==> src/rtl/bf8b_pkg.sv <==
// Shared definitions for the bf8b 8-bit core: opcodes, execute FSM states and
// register-file geometry. Writeback imports the same package.
package bf8b_pkg;
  localparam int REG_W  = 8;
  localparam int REG_N  = 16;
  localparam int RF_W   = REG_W * REG_N;
  localparam int OP_W   = 4;
  localparam int RIDX_W = 4;

  // Kept as plain constants rather than an enum so undefined codes pass through.
  localparam logic [OP_W-1:0] OP_NOP  = 4'b0000;
  localparam logic [OP_W-1:0] OP_LOD  = 4'b0001;
  localparam logic [OP_W-1:0] OP_STR  = 4'b0010;
  localparam logic [OP_W-1:0] OP_ADD  = 4'b0011;
  localparam logic [OP_W-1:0] OP_ADDI = 4'b0100;
  localparam logic [OP_W-1:0] OP_LODI = 4'b0101;
  localparam logic [OP_W-1:0] OP_NAND = 4'b0110;

  typedef enum logic [1:0] {
    ST_IDLE = 2'd0,
    ST_MEM  = 2'd1,
    ST_WB   = 2'd2
  } exec_state_e;
endpackage

==> src/rtl/exec_alu.sv <==
// Combinational ALU for the execute stage. sum is the 9-bit add result so the
// caller can derive carry; result is zero for ops the ALU does not compute.
module exec_alu
  import bf8b_pkg::*;
(
  input  logic [OP_W-1:0]  op,
  input  logic [REG_W-1:0] a,
  input  logic [REG_W-1:0] b,
  input  logic [REG_W-1:0] imm,
  output logic [REG_W-1:0] result,
  output logic [REG_W:0]   sum
);
  always_comb begin
    sum    = {1'b0, a} + {1'b0, (op == OP_ADDI) ? imm : b};
    result = '0;
    case (op)
      OP_ADD, OP_ADDI: result = sum[REG_W-1:0];
      OP_NAND:         result = ~(a & b);
      OP_LODI:         result = imm;
      default:         result = '0;
    endcase
  end
endmodule

==> src/rtl/execute_stage.sv <==
// bf8b execute stage: IDLE -> (MEM) -> WB, one wb_en pulse per instruction.
// Define EXEC_FLAGS_EN to add the zero/carry flag ports.
module execute_stage
  import bf8b_pkg::*;
(
  input  logic              clk,
  input  logic              rst_n,
  input  logic              en,
  input  logic [OP_W-1:0]   op,
  input  logic [RIDX_W-1:0] rd,
  input  logic [RIDX_W-1:0] rs,
  input  logic [REG_W-1:0]  imm,
  input  logic [RF_W-1:0]   regs,
  output logic              busy,
  output logic              mem_req,
  output logic              mem_we,
  output logic [REG_W-1:0]  mem_addr,
  output logic [REG_W-1:0]  mem_wdata,
  input  logic              mem_ack,
  input  logic [REG_W-1:0]  mem_rdata,
  output logic              wb_en,
  output logic [OP_W-1:0]   wb_op,
  output logic [RIDX_W-1:0] wb_reg_addr,
`ifdef EXEC_FLAGS_EN
  output logic              zero,
  output logic              carry,
`endif
  output logic [REG_W-1:0]  wb_val
);
  exec_state_e       state_q, state_d;
  logic [OP_W-1:0]   op_q, op_d;
  logic [RIDX_W-1:0] rd_q, rd_d;
  logic [REG_W-1:0]  imm_q, imm_d, a_q, a_d, b_q, b_d, rdata_q, rdata_d;
  logic [REG_W-1:0]  alu_res;
  logic [REG_W:0]    alu_sum;

  exec_alu u_alu (
    .op     (op_q),
    .a      (a_q),
    .b      (b_q),
    .imm    (imm_q),
    .result (alu_res),
    .sum    (alu_sum)
  );

  always_comb begin
    state_d = state_q;
    op_d    = op_q;
    rd_d    = rd_q;
    imm_d   = imm_q;
    a_d     = a_q;
    b_d     = b_q;
    rdata_d = rdata_q;
    case (state_q)
      ST_IDLE: if (en) begin
        op_d    = op;
        rd_d    = rd;
        imm_d   = imm;
        a_d     = regs[{rd, 3'b000} +: REG_W];
        b_d     = regs[{rs, 3'b000} +: REG_W];
        state_d = (op == OP_LOD || op == OP_STR) ? ST_MEM : ST_WB;
      end
      ST_MEM: if (mem_ack) begin
        rdata_d = mem_rdata;
        state_d = ST_WB;
      end
      ST_WB:   state_d = ST_IDLE;
      default: state_d = ST_IDLE;
    endcase
  end

  always_ff @(posedge clk or negedge rst_n) begin
    if (!rst_n) begin
      state_q <= ST_IDLE;
      op_q    <= '0;
      rd_q    <= '0;
      imm_q   <= '0;
      a_q     <= '0;
      b_q     <= '0;
      rdata_q <= '0;
    end else begin
      state_q <= state_d;
      op_q    <= op_d;
      rd_q    <= rd_d;
      imm_q   <= imm_d;
      a_q     <= a_d;
      b_q     <= b_d;
      rdata_q <= rdata_d;
    end
  end

  // Outputs are gated by state so they read zero whenever they are not valid.
  always_comb begin
    busy        = (state_q != ST_IDLE);
    mem_req     = (state_q == ST_MEM);
    mem_we      = mem_req && (op_q == OP_STR);
    mem_addr    = mem_req ? b_q : '0;
    mem_wdata   = mem_req ? a_q : '0;
    wb_en       = (state_q == ST_WB);
    wb_op       = wb_en ? op_q : '0;
    wb_reg_addr = wb_en ? rd_q : '0;
    wb_val      = '0;
    if (wb_en) wb_val = (op_q == OP_LOD) ? rdata_q : alu_res;
  end

`ifdef EXEC_FLAGS_EN
  logic zero_q, zero_d, carry_q, carry_d;

  always_comb begin
    zero_d  = zero_q;
    carry_d = carry_q;
    if (wb_en && (op_q == OP_ADD || op_q == OP_ADDI || op_q == OP_NAND)) begin
      zero_d  = (alu_res == '0);
      carry_d = (op_q == OP_NAND) ? 1'b0 : alu_sum[REG_W];
    end
  end

  always_ff @(posedge clk or negedge rst_n) begin
    if (!rst_n) begin
      zero_q  <= 1'b0;
      carry_q <= 1'b0;
    end else begin
      zero_q  <= zero_d;
      carry_q <= carry_d;
    end
  end

  assign zero  = zero_q;
  assign carry = carry_q;
`else
  logic unused_sum;
  assign unused_sum = ^alu_sum;
`endif
endmodule

==> config.mk <==
export PLATFORM = sky130hd
export DESIGN_NAME = execute_stage
export DESIGN_NICKNAME = d
export VERILOG_FILES = /design/src/rtl/bf8b_pkg.sv /design/src/rtl/exec_alu.sv /design/src/rtl/execute_stage.sv
export SDC_FILE = /design/constraint.sdc
export NUM_CORES = 1
export LEC_CHECK = 0
export CORE_ASPECT_RATIO = 1.75
export CORE_MARGIN = 3
export CORE_UTILIZATION = 47
export CTS_BUF_LIST = sky130_fd_sc_hd__clkbuf_8
export CTS_CLUSTER_SIZE = 25
export DETAILED_ROUTE_END_ITERATION = 10
export MAX_ROUTING_LAYER = met4
export PLACE_DENSITY = 0.95
export SYNTH_ARGS = -nofsm -noshare
export SYNTH_HDL_FRONTEND = slang
export SYNTH_SLANG_ARGS = --single-unit
==> constraint.sdc <==
create_clock -name clk -period 6.6 [get_ports clk]
set_input_delay 1.32 -clock clk [delete_from_list [all_inputs] [get_ports clk]]
set_output_delay 1.32 -clock clk [all_outputs]
set_load 0.1 [all_outputs]
==> impl_results.md <==
- # placed instances: 636
- Comb power frac: 51.4%
- Fraction of registers with async set/reset: 100%
- DR pass1 iterations: 4
- Max-slew violation count: 0
- TritonCTS Buffers: 5
- Unique cell type count in the Yosys netlist: 43
- Clk pin slew, worst setup/hold paths: 0.08 ns
- Commonest non-fill, non-tap cell in the layout: clkdlybuf4s50_1
- Most common flop cell mapped by yosys: dfrtp_1
- P_leak: 2.45 nW
- Drt total wl: 14.2 mm
- Final #Nets: 691
- Synth Net Count: 524
- H-tree depth: 2
- Pwr per Cell Area: 203 mW/mm²
- Die W: 79.4 µm
- DR iter-0 viols: 206
- P_sw: 0.508 mW
- Post-synth top area cell: mux4_2
- Final min period: 5.48 ns
- Switching share of power: 38.6%
- Worst-margin pin slew: 1.17 ns
- CP max FO: 9
- RSZ-0062 raised after global routing: false
- Post-DRT Antenna Nets: 0
- TNS Setup: 0 ns
- Crit path launch type: flip-flop
- Worst-skew pair later-pin latency: 0.29 ns
- Post-synthesis sequential area ratio: 23.7%
- CP Class: reg -> out
- Max Clock Skew: 0.00275 ns
- CTS root buf: clkbuf_8
- Initial antenna violation count: 0
- Status: finished clean
- GP Congestion: 0.957
- P_int: 0.809 mW
- Max-cap violations: 0
- Synth Register Bits: 42
- Share of layout cells above drive strength 1: 24.0%
- GRT Resource Usage Total: 27.8%
- Warnings, synthesis: 0
- Critical Path AT: 4.16 ns
- Worst path required time: 5.28 ns
- Largest net degree at the start of global routing: 50
- F_max: 0.182 GHz
- Worst Hold Class: reg -> reg
- Vias: 3989
- Gr ovfl total: 0
- Final Cycle Share: 83.1%
- Syn Std Cell Area: 0.00443 mm²
- Hpwl dp: 11.9 mm
- Number of port buffers: 195
- Remaining DRCs: 0
- Row cnt: 46
- Post-synth EDFFs: 0
- Yosys top cell area share: 30.0%
- Post-Synthesis Mean Instance Area: 12.4 µm²
- Post-Place Cell Area: 0.00635 mm²
- Synth area leaders: mux4_2 (30%), dfrtp_1 (24%), mux2_2 (12%)
- Postcts setup bufs: 0
- Die ar.: 0.0107 mm²
- Number of global-route vias before repair: 4367
- Final Cell Area: 0.00649 mm²
- Final hold violations: 0
- CTS sink cnt: 42
- Inserted Diodes: 0
- Post-Synthesis Cells: 356
- Max-slew headroom: 21.9%
- Die Ht: 134 µm
- I/O pin count: 196
- Setup violators final: 0
- Synth-to-Final Area Change: 46.4%
- Resize count post-CTS: 0
- Max clock buf depth: 2
- Seq pwr share: 30.2%
- CTS tree: built
- Most frequent cells in the layout: clkdlybuf4s50_1 (191), mux4_2 (59), mux2_2 (46)
- Power share of the clock group: 18.4%
- Starting Density: 48.4%
- Non-filler cells, final: 644
- Vias/cell: 6.19
- Core area: 0.00915 mm²
- First-pass GRT wire length: 22.2 mm
- Worst VDD drop: 0.000121 V
- CP endpoint kind: output pin
- Post-layout util: 70.9%
- Hold-fix buffers, CTS: 0
- Worst hold slack: 0.503 ns
- Wirelength per Cell: 22.1 µm
-- state kept, by name, summed over array words and instances, names as in the netlist --
register  count
a_q           8
op_q          4
rd_q          4
imm_q         8
rdata_q       8
b_q           8
state_q       2
-- worst max-delay path, cell delays in order (launching register included) --
cell	delay, ns
dfrtp_1	0.48
nor4b_4	0.69
mux2_2	0.41
ha_1	0.33
a21oi_1	0.25
nand2_1	0.13
a31oi_1	0.21
xor2_1	0.09
o22ai_1	0.13
clkdlybuf4s50_1	1.15
-- routing by layer --
layer	up-vias	GRT usage, %	wire length, µm
li1	1783	-	-
met1	1971	29.5	4730
met2	197	51.9	8330
met3	38	2.67	575
met4	0	11.3	594
met5	-	-	0
-- Yosys cell counts, types with 5 or more instances --
library cell,instances
clkbuf_1,20
buf_1,5
nor2_1,8
buf_2,6
and2_1,24
nand2_1,8
a221o_1,15
inv_1,5
mux2_2,46
ha_1,7
a21oi_1,20
mux2i_1,16
nor3_1,15
a221oi_1,8
mux4_2,59
dfrtp_1,42
nand2b_1,5
-- area by class of cell --
class	instances	area [µm²]
Timing Repair Buffer	198	1960
Fill cell	625	2660
Sequential cell	42	1050
Clock inverter	3	68.8
Tap cell	120	150
Clock buffer	5	68.8
Inverter	5	18.8
Multi-Input combinational cell	271	3170
-- per-stage QoR --
step                worst slack, ns  total power [mW]
floorplan                      1.53             0.853
global placement               1.50              1.06
detailed placement             1.44              1.08
CTS                            1.11              1.32
global route                  0.965              1.39
finish                         1.12              1.32
-- cells by family (layout without fill, tap and decap cells) --
kind of cell             Yosys count  after routing  synth area share [%]
buffers and inverters             43            211                  4.74
flip-flops                        42             42                  23.7
multiplexers                     127            127                  48.8
XOR/XNOR                           5              5                 0.988
adder cells (fa/ha/maj)            8              8                  2.43
AO/OA/AOI/OAI                     54             54                  8.84
AND/OR/NAND/NOR                   77             77                  10.5
-- worst paths after layout --
path,start,cells past startpoint,end,slack [ns]
setup / recovery,op_q[0],9,wb_val[5],1.12
hold / removal,rd_q[3],1,rd_q[3],0.50
setup reg to reg,state_q[0],3,rdata_q[3],4.17
hold reg to reg,rd_q[3],1,rd_q[3],0.50
max in group asynchronous,rst_n,1,rdata_q[7],4.85
min in group asynchronous,rst_n,1,rd_q[0],1.16
-- power by group through the flow --
stage	Sequential (mW)	Clock (mW)	Combinational [mW]
3_5_place_dp	0.402	0	0.677
2_1_floorplan	0.363	0	0.490
6_report	0.398	0.243	0.677
4_1_cts	0.396	0.248	0.678
3_3_place_gp	0.397	0	0.658
5_1_grt	0.407	0.257	0.723
Note: power is estimated with default switching activity, not from simulation.
==> patch, RTL diff (same flow settings) <==
Re-encode `exec_state_e` (3 states) as one-hot, 3 bits wide.
--- a/src/rtl/bf8b_pkg.sv
+++ b/src/rtl/bf8b_pkg.sv
@@ -17,8 +17,8 @@
   localparam logic [OP_W-1:0] OP_NAND = 4'b0110;
 
-  typedef enum logic [1:0] {
-    ST_IDLE = 2'd0,
-    ST_MEM  = 2'd1,
-    ST_WB   = 2'd2
+  typedef enum logic [2:0] {
+    ST_IDLE = 3'b001,
+    ST_MEM  = 3'b010,
+    ST_WB   = 3'b100
   } exec_state_e;
 endpackage
Behaviour: no difference found for any inputs over 10 cycles, from zero or initial values and one cycle with rst_n low; not proved beyond that.
==> patch against the unedited design <==
Synthesized cell count is 13% higher. Sequential cell count up 1. Register-to-register slack lost 200 ps. Cell area grew 0.23%. Routed wire length rose by 9.2%. Power is 0.94% lower. Synthesized area shrank 0.23%. Worst setup slack better by 35 ps. Critical path type unchanged.
==> patch: results (changes against the unedited design) <==
metric	value	unit	change
leading post-synthesis cells by cell area	mux4_2, dfrtp_1, mux2i_1		
Compound-Gate Fraction of Synth Area	9.68	%	+0.84 points
DP Area	0.00637	mm2	+0.26%
vias in the first global route	4847		+11%
Reg-to-Reg End	rdata_q[6]		
drt pass-1 iters	5		+1
first-pass GRT wire length	24000	um	+8.2%
top post-synthesis cells by count	mux4_2, nand2_1, dfrtp_1		
Peak VDD IR	0.000137	V	+13%
wire length per cell	22.5	um	+1.8%
status	complete, no violations		
DP Cell Count	683		+7.4%
Post-Synth XOR/XNOR Area	0.990	%	+0.0022 points
sequential cell area share	16.6	%	+0.37 points
P_leak	2.64	nW	+7.6%
largest net degree at the start of global routing	44		-12%
mux contribution to synthesized area	43.9	%	-4.9 points
worst r2r src	state_q[2]		
Comb power frac	48.6	%	-2.8 points
Worst Tran Pin Value	1160	ps	-9.88 ps
Register Area	0.00108	mm2	+2.5%
Total Routing Usage GR	30.7	%	+2.9 points
buffer share of cell area	30.2	%	+0.046 points
DR vias	4346		+8.9%
Post-Syn Nets	569		+8.6%
sequential power	425	uW	+6.8%
Netlist cell types	45		+4.7%
Power Total	1.31	mW	-0.94%
CP Data Arrival Time	4130	ps	-30 ps
Sw Ratio	38.4	%	-0.13 points
final non-filler cell total	691		+7.3%
Setup Skew	6.69	ps	+3.94 ps
initial drt markers	295		+43%
GPL Wtd Cong	0.897		-6.3%
patch: per-layer routing:
| metal | vias to the layer above | GRT usage (%) | wire, um |
|---|---|---|---|
| met5 | - | - | 0 |
| met4 | 0 | 21.9 | 1160 |
| met3 | 88 | 3.76 | 813 |
| met2 | 277 | 57.2 | 8940 |
| met1 | 2076 | 27.5 | 4630 |
| li1 | 1905 | - | - |
patch: how the worst min path moves through the flow:
stage	startpoint	to	slack, ps	depth (start not counted)
after floorplan	rd_q[0]	rd_q[0]	440	2
after global placement	rd_q[0]	rd_q[0]	450	2
after detailed placement	rd_q[3]	rd_q[3]	460	2
after CTS	rd_q[3]	rd_q[3]	490	2
after global routing	rd_q[1]	rd_q[1]	510	2
final	rd_q[3]	rd_q[3]	490	2
